<file path="src/rtl/bpsk_demod_seq.sv">
// BPSK symbol-stream sequencer: packs N serial 2-bit symbols, demodulates them and hands the word downstream.
// Optional build macro SYMERR_CNT_EN adds err_cnt, a per-word count of non-canonical symbols.

module BPSK_demod #(
  parameter int n = 12
) (
  input  logic [2*n-1:0] sym,
  output logic [n-1:0]   bits
);
  // 2'b01 is the only symbol that demaps to 0
  for (genvar gi = 0; gi < n; gi++) begin : g_demap
    assign bits[gi] = (sym[2*gi +: 2] != 2'b01);
  end
endmodule

module bpsk_demod_seq #(
  parameter int N = 12
) (
  input  logic         clk,
  input  logic         rst_n,
  input  logic [1:0]   sym_in,
  input  logic         sym_valid,
  output logic         sym_ready,
  input  logic         sym_sop,
  output logic [N-1:0] word_out,
  output logic         word_valid,
  input  logic         word_ready,
  output logic         word_bad,
  output logic         drop_pulse,
`ifdef SYMERR_CNT_EN
  output logic [3:0]   err_cnt,
`endif
  output logic         busy
);
  localparam int CW = $clog2(N + 1);

  typedef enum logic [1:0] {IDLE, COLLECT, HOLD} state_t;

  state_t           state_reg, state_next;
  logic [CW-1:0]    cnt_reg, cnt_next;
  logic [2*N-1:0]   buf_reg, buf_next;
  logic             bad_reg, bad_next;
  logic             drop_next;
  logic             load_word;
  logic             accept;
  logic             non_canon;
  logic [N-1:0]     demod_bits;
  logic [N-1:0]     word_out_reg;
  logic             word_valid_reg, word_bad_reg, drop_pulse_reg, busy_reg;

  assign sym_ready = (state_reg != HOLD);
  assign accept    = sym_valid && sym_ready;
  assign non_canon = (sym_in == 2'b00) || (sym_in == 2'b11);

  always_comb begin
    state_next = state_reg;
    cnt_next   = cnt_reg;
    buf_next   = buf_reg;
    bad_next   = bad_reg;
    drop_next  = 1'b0;
    load_word  = 1'b0;
    case (state_reg)
      IDLE: begin
        if (accept) begin
          buf_next[1:0] = sym_in;
          cnt_next      = CW'(1);
          bad_next      = non_canon;
          if (N == 1) begin
            state_next = HOLD;
            load_word  = 1'b1;
          end else begin
            state_next = COLLECT;
          end
        end
      end
      COLLECT: begin
        if (accept) begin
          if (sym_sop) begin
            // sop mid-word: drop the fragment, this symbol restarts the word
            buf_next[1:0] = sym_in;
            cnt_next      = CW'(1);
            bad_next      = non_canon;
            drop_next     = 1'b1;
          end else begin
            for (int k = 0; k < N; k++) begin
              if (cnt_reg == CW'(k)) buf_next[2*k +: 2] = sym_in;
            end
            cnt_next = cnt_reg + 1'b1;
            bad_next = bad_reg | non_canon;
            if (cnt_reg == CW'(N - 1)) begin
              state_next = HOLD;
              load_word  = 1'b1;
            end
          end
        end
      end
      HOLD: begin
        if (word_ready) begin
          state_next = IDLE;
          cnt_next   = '0;
        end
      end
      default: state_next = IDLE;
    endcase
  end

  // demod sees the next buffer so the final symbol lands in the same load
  BPSK_demod #(.n(N)) u_demod (
    .sym  (buf_next),
    .bits (demod_bits)
  );

  always_ff @(posedge clk or negedge rst_n) begin
    if (!rst_n) begin
      state_reg      <= IDLE;
      cnt_reg        <= '0;
      buf_reg        <= '0;
      bad_reg        <= 1'b0;
      word_out_reg   <= '0;
      word_valid_reg <= 1'b0;
      word_bad_reg   <= 1'b0;
      drop_pulse_reg <= 1'b0;
      busy_reg       <= 1'b0;
    end else begin
      state_reg      <= state_next;
      cnt_reg        <= cnt_next;
      buf_reg        <= buf_next;
      bad_reg        <= bad_next;
      drop_pulse_reg <= drop_next;
      word_valid_reg <= (state_next == HOLD);
      busy_reg       <= (state_next != IDLE);
      if (load_word) begin
        word_out_reg <= demod_bits;
        word_bad_reg <= bad_next;
      end
    end
  end

  assign word_out   = word_out_reg;
  assign word_valid = word_valid_reg;
  assign word_bad   = word_bad_reg;
  assign drop_pulse = drop_pulse_reg;
  assign busy       = busy_reg;

`ifdef SYMERR_CNT_EN
  logic [3:0] err_run_reg, err_run_next;
  logic [3:0] err_cnt_reg;

  always_comb begin
    err_run_next = err_run_reg;
    if (accept) begin
      if (state_reg == IDLE || (state_reg == COLLECT && sym_sop)) begin
        err_run_next = {3'b000, non_canon};
      end else if (state_reg == COLLECT && non_canon && err_run_reg != 4'hF) begin
        err_run_next = err_run_reg + 4'd1;
      end
    end
  end

  always_ff @(posedge clk or negedge rst_n) begin
    if (!rst_n) begin
      err_run_reg <= 4'd0;
      err_cnt_reg <= 4'd0;
    end else begin
      err_run_reg <= err_run_next;
      if (load_word) err_cnt_reg <= err_run_next;
    end
  end

  assign err_cnt = err_cnt_reg;
`endif

endmodule

</file>
<file path="config.mk">
export PLATFORM = sky130hd
export DESIGN_NAME = bpsk_demod_seq
export DESIGN_NICKNAME = d
export VERILOG_FILES = /design/src/rtl/bpsk_demod_seq.sv
export SDC_FILE = /design/constraint.sdc
export NUM_CORES = 1
export LEC_CHECK = 0
export ABC_AREA = 1
export CORE_MARGIN = 5
export CORE_UTILIZATION = 30
export CTS_CLUSTER_SIZE = 28
export DETAILED_ROUTE_END_ITERATION = 16
export PLACE_DENSITY_LB_ADDON = 0.08
export SYNTH_ARGS = -nofsm -noshare
export SYNTH_HDL_FRONTEND = slang
export SYNTH_SLANG_ARGS = --single-unit
</file>
<file path="constraint.sdc">
create_clock -name clk -period 2.2 [get_ports clk]
set_input_delay 0.33 -clock clk [delete_from_list [all_inputs] [get_ports clk]]
set_output_delay 0.33 -clock clk [all_outputs]
set_load 0.01 [all_outputs]
</file>
**After elaboration in Yosys (flattened, before gate mapping)**

Index checks and enable logic that the tools add are counted.

- Bits in registers: 47
- Input bits: 7
- Output and inout port bits: 17
- Word-level logic and storage cells: 90

- $add $sub $neg: 1
- Equality and inequality tests: 31
- Muxes and demuxes: 40
- Bitwise logic cells: 1
- Reduce and logical (&&, ||, !) cells: 8

Operators with widths:

| cell | count |
|---|---|
| $mux W22 | 2 |
| $mux W2 | 19 |
| $mux W24 | 1 |
| $ne A2 B1 Y1 const B | 12 |
| $eq A4 B3 Y1 const B | 4 |
| $eq A4 B4 Y1 const B | 4 |
| $mux W4 | 4 |
| $pmux W4 S3 | 1 |
| $mux W1 | 10 |
| $eq A4 B2 Y1 const B | 2 |
| $ne A2 B2 Y1 const B | 4 |
| $eq A2 B2 Y1 const B | 3 |
| $pmux W2 S3 | 1 |
| $add A4 B1 Y4 const B | 1 |
| $eq A4 B1 Y1 const B | 1 |
| $logic_not A2 Y1 | 2 |
| $logic_not A4 Y1 | 1 |
| $pmux W2 S2 | 1 |
| $reduce_and A4 Y1 | 1 |
| $reduce_bool A3 Y1 | 1 |
| $eq A2 B1 Y1 const B | 1 |
| $pmux W1 S2 | 1 |
| $reduce_bool A2 Y1 | 1 |
| $logic_and A1 B1 Y1 | 1 |
| 2 further kinds | 2 |

**Longest topological paths before layout**

- Word-level depth: 6
- Mapped depth: 11
- Mapped depth without buffers: 11

**Modules after synthesis**

From an unflattened synthesis, not the netlist that was laid out.

- Cell total of the unflattened synthesis: 285
- Area, all modules: 2268.4 µm²

By module, submodules not included:

| module | instances | cells each | area an instance (µm²) |
|---|---|---|---|
| bpsk_demod_seq | 1 | 261 | 2178.3 |
| BPSK_demod | 1 | 24 | 90.1 |

**Least setup slack after synthesis**

No wires, ideal clock.

- Path type: flip-flop to flip-flop
- Start point: reg state_reg[0]
- End point: reg word_out_reg[1] (netlist: word_out[1])
- Setup time: 0.116 ns
- Arrival: 1.497 ns
- Required time: 2.084 ns
- Slack: 0.586 ns
- Cell stages (with the launch flop): 11
- Path buffers: 0
- Period minus slack after synthesis: 1.614 ns
- Cells stage by stage: dfrtp_1 inv_1 ha_1 nor2_4 inv_2 nor3_2 nand2_1 o21ai_1 nand2_1 nand2_1 nand2_1

- Cells in the longest elaborated chain, start to end: 5
- Elaborated cells between the ends (all ways): 8

Ends and longest elaborated chain:

| item | line | text |
|---|---|---|
| from (decl) | 39 | `state_t state_reg, state_next;` |
| from (signal assigned) | 125 | `state_reg <= state_next;` |
| $ne A2 B2 Y1 | 51 | `assign sym_ready = (state_reg != HOLD);` |
| $logic_and A1 B1 Y1 | 52 | `assign accept = sym_valid && sym_ready;` |
| $mux W24 | 77 | `if (accept) begin` |
| $mux W22 | 62 | `case (state_reg)` |
| $ne A2 B1 Y1 | 12 | `assign bits[gi] = (sym[2*gi +: 2] != 2'b01);` |
| to (signal assigned) | 133 | `word_out_reg <= demod_bits;` |
| to (decl) | 48 | `logic [N-1:0] word_out_reg;` |

Several ways; a longest one is shown, not always the timed one.
A chain may end at the register's enable or synchronous reset.

**Final worst setup path**

- Start point: reg state_reg[0]
- End point: out sym_ready

- Cells in the longest elaborated chain, start to end: 1

Ends and longest elaborated chain:

| item | line | text |
|---|---|---|
| $ne A2 B2 Y1 | 51 |  |
| to (decl) | 23 | `output logic sym_ready,` |

Every way passes these cells.

==> impl_summary.log <==
[metrics] critical path data required time: 1870 ps
[metrics] synthesized instance count: about 260
[metrics] register bit count reported by yosys: 45
[metrics] setup slack after placement: 306 ps
[metrics] filler instances: 774
[metrics] status: finished clean
[metrics] number of diodes: 0
[metrics] R2R depth: 10
[metrics] RSZ-0062 raised after global routing: no
[metrics] number of setup buffers added after CTS: 0
[metrics] Avg Inst Size Synth: ~8.4 µm²
[metrics] Sink Count: 45
[metrics] CTS Hold Buffers Added: 0
[metrics] level count of the clock H-tree: 2
[metrics] clock root cell: clkbuf_8
[metrics] first-pass GRT wire length: between 7000 and 8000 µm
[metrics] EDFF count, synth: 0
[metrics] number of rows in the core area: 31
[metrics] Maximum Capacitance Violations: 0
[metrics] clock transition at the registers of the reported paths: approximately 90 ps
[metrics] Routed Wire Length: roughly 4700 µm
[metrics] Max Slew Vio Count: 0
[metrics] net count of the finished layout: 309
[metrics] Reg-to-Reg Start: state_reg[0]
[metrics] endpoint of the worst-slack reg-to-reg timing path: word_out[4]
[metrics] crit share post-route: about nine tenths
[metrics] remaining global-route overflow: 0
[metrics] number of placed instances with taps included: 386
[metrics] antenna violations before repair: 0
[metrics] I/O Buffers: 23
[metrics] number of I/O pins: 24
[metrics] pin count of the biggest net entering global routing: 46
[metrics] final cell count without fillers: 393
[metrics] Vias per Instance: around 4
[metrics] initial cell density of the core: 30.4%
[metrics] Clock Path Buffers: 2
[metrics] antenna-violating nets left: 0
[metrics] slew margin rel.: about three fifths
[metrics] element type at the critical path end: primary output
[metrics] final setup violating endpoints: 0
[metrics] most common cell after layout, fill and taps aside: nand2_1
[metrics] hpwl dp: roughly 3400 µm
[metrics] final routed wire length divided by cell count: 11.9 µm
[metrics] number of failing hold endpoints at the final stage: 0
[metrics] area of the die: 0.00908 mm²
[metrics] sum of negative setup slack: 0 ps
[metrics] register area share after synthesis: 51.6%
[metrics] DR DRC count: 0
[metrics] synthesized netlist net count: 276
[metrics] routed via count: approximately 1,600
[metrics] insertion delay of the later-clocked pin in the worst-skew pair: 290 ps
[metrics] GPL Wtd Cong: 0.765
[metrics] CP Launch Type: register
[metrics] Largest register FFs: 22
[metrics] Setup crit start: state_reg[0]
[metrics] Power, Total: 2.26 mW
[metrics] Hold Slack: 120 ps
[metrics] Setup Crit Path Kind: reg -> out
[metrics] Tightest Pin Transition: 585 ps
[metrics] relative area change from synthesis to final layout: 21.2%
[metrics] PD cells: roughly 860 mW/mm²
[metrics] worst reg-to-reg setup slack: 400 ps
[metrics] fraction of layout instances using a drive strength above 1: 12.9%
[metrics] worst min path class: in -> async
[metrics] number of gates given a new drive strength after cts: 0
[metrics] first-pass iteration count of the detailed router: 4
[metrics] leak pwr: 1.30 nW
[metrics] clock period minus final worst setup slack: a little under 2000 ps
[metrics] total standard cell area after synthesis: roughly 0.0022 mm²
[metrics] maximum net fanout on the critical path: 3
[metrics] Async SR Flop Fraction: between 90% and 100%
[metrics] horizontal die dimension: 95.3 µm
[metrics] count of different cell masters after synthesis: 27
[metrics] DRC violation total after the first TritonRoute iteration: 46
[metrics] CTS tree: done
[metrics] vias in the first global route: 1,632
[metrics] floorplan core area: 0.00718 mm²
[metrics] Max rail drop VDD: 0.361 mV
[metrics] highest-count cells in the layout ignoring fill and taps: nand2_1, dfrtp_1, inv_1
[metrics] dominant synthesized flop cell: dfrtp_1
[metrics] all-layer global routing usage: a little under an eighth
[metrics] die height: 95.3 µm
[metrics] count of warnings emitted by yosys: 0
[metrics] critical path arrival: 1650 ps
[metrics] clock skew after layout: 9.54 ps
[metrics] peak clock frequency supported by timing: just over 0.5 GHz
[metrics] final worst setup slack: around 220 ps
[metrics] number of buffers inserted during clock tree synthesis: 5
## metal layers
metal / share of wire, % / wire, µm / track usage, % / vias to the layer above
met5: 0 / 0 / 0 / -
met4: 0.62 / 29 / 3.25 / 0
met3: 2.9 / 137 / 2.76 / 2
met2: 45 / 2090 / 17.7 / 20
met1: 52 / 2410 / 15.5 / 713
li1: - / - / - / 869
## critical path, stage by stage, from the launching register on
cell and delay, ps:
dfrtp_1 390, inv_1 100, ha_1 250, inv_2 90, clkdlybuf4s50_1 530
## logic make-up after synthesis
group                    Yosys count  synth area share, %
flip-flops                        45                 51.6
buffers and inverters             49                 8.94
AND/OR/NAND/NOR                  118                 23.5
XOR/XNOR                           1                0.401
AO/OA/AOI/OAI                     40                 11.0
adder cells (fa/ha/maj)            8                 4.59
## worst max-delay path by stage
stage / endpoint / slack, ps / cells after the start
after detailed placement: word_out[0] / 310 / 10
final: sym_ready / 220 / 4
after CTS: sym_ready / 190 / 4
after global routing: sym_ready / 120 / 4
after floorplan: word_out[1] / 590 / 10
after global placement: word_out[3] / 280 / 10
## through the flow
| stage | area [µm²] | utilization (%) |
|---|---|---|
| floorplan | 2180 | - |
| global placement | 2560 | 35.7 |
| detailed placement | 2560 | 35.7 |
| CTS | 2650 | 36.9 |
| global route | 2650 | 36.9 |
| finish | 2650 | 36.9 |
## where the power goes
part	internal, mW	switching (mW)	leakage, nW
Sequential	0.972	0.0619	0.563
Clock	0.250	0.268	0.0443
Combinational	0.265	0.447	0.693
## synthesized netlist by cell type (2+ instances only)
cell type  instances  share of area [%]
nor3_1             2               0.46
nor2_4             2                1.0
nand2_2            5                1.4
nand2_1           79                 14
o21ai_0            9                2.1
dfrtp_1           45                 52
buf_2              2               0.46
a31oi_1            5                1.4
o21ai_2            8                3.2
inv_2              4               0.69
o21ai_1           14                3.2
nor2_1            20                3.4
ha_1               8                4.6
nand3_1            4               0.92
inv_1             40                6.9
a21oi_1            3               0.69
## area by class of cell
cell class / count / area (µm²) / area share, %
clock buffer: 7 / 86.3 / 3.26
inverter: 45 / 170 / 6.43
multi-input combinational: 167 / 861 / 32.5
sequential: 45 / 1130 / 42.6
tap: 99 / 124 / 4.68
timing repair buffer: 30 / 278 / 10.5
(Power assumes the default switching activity.)
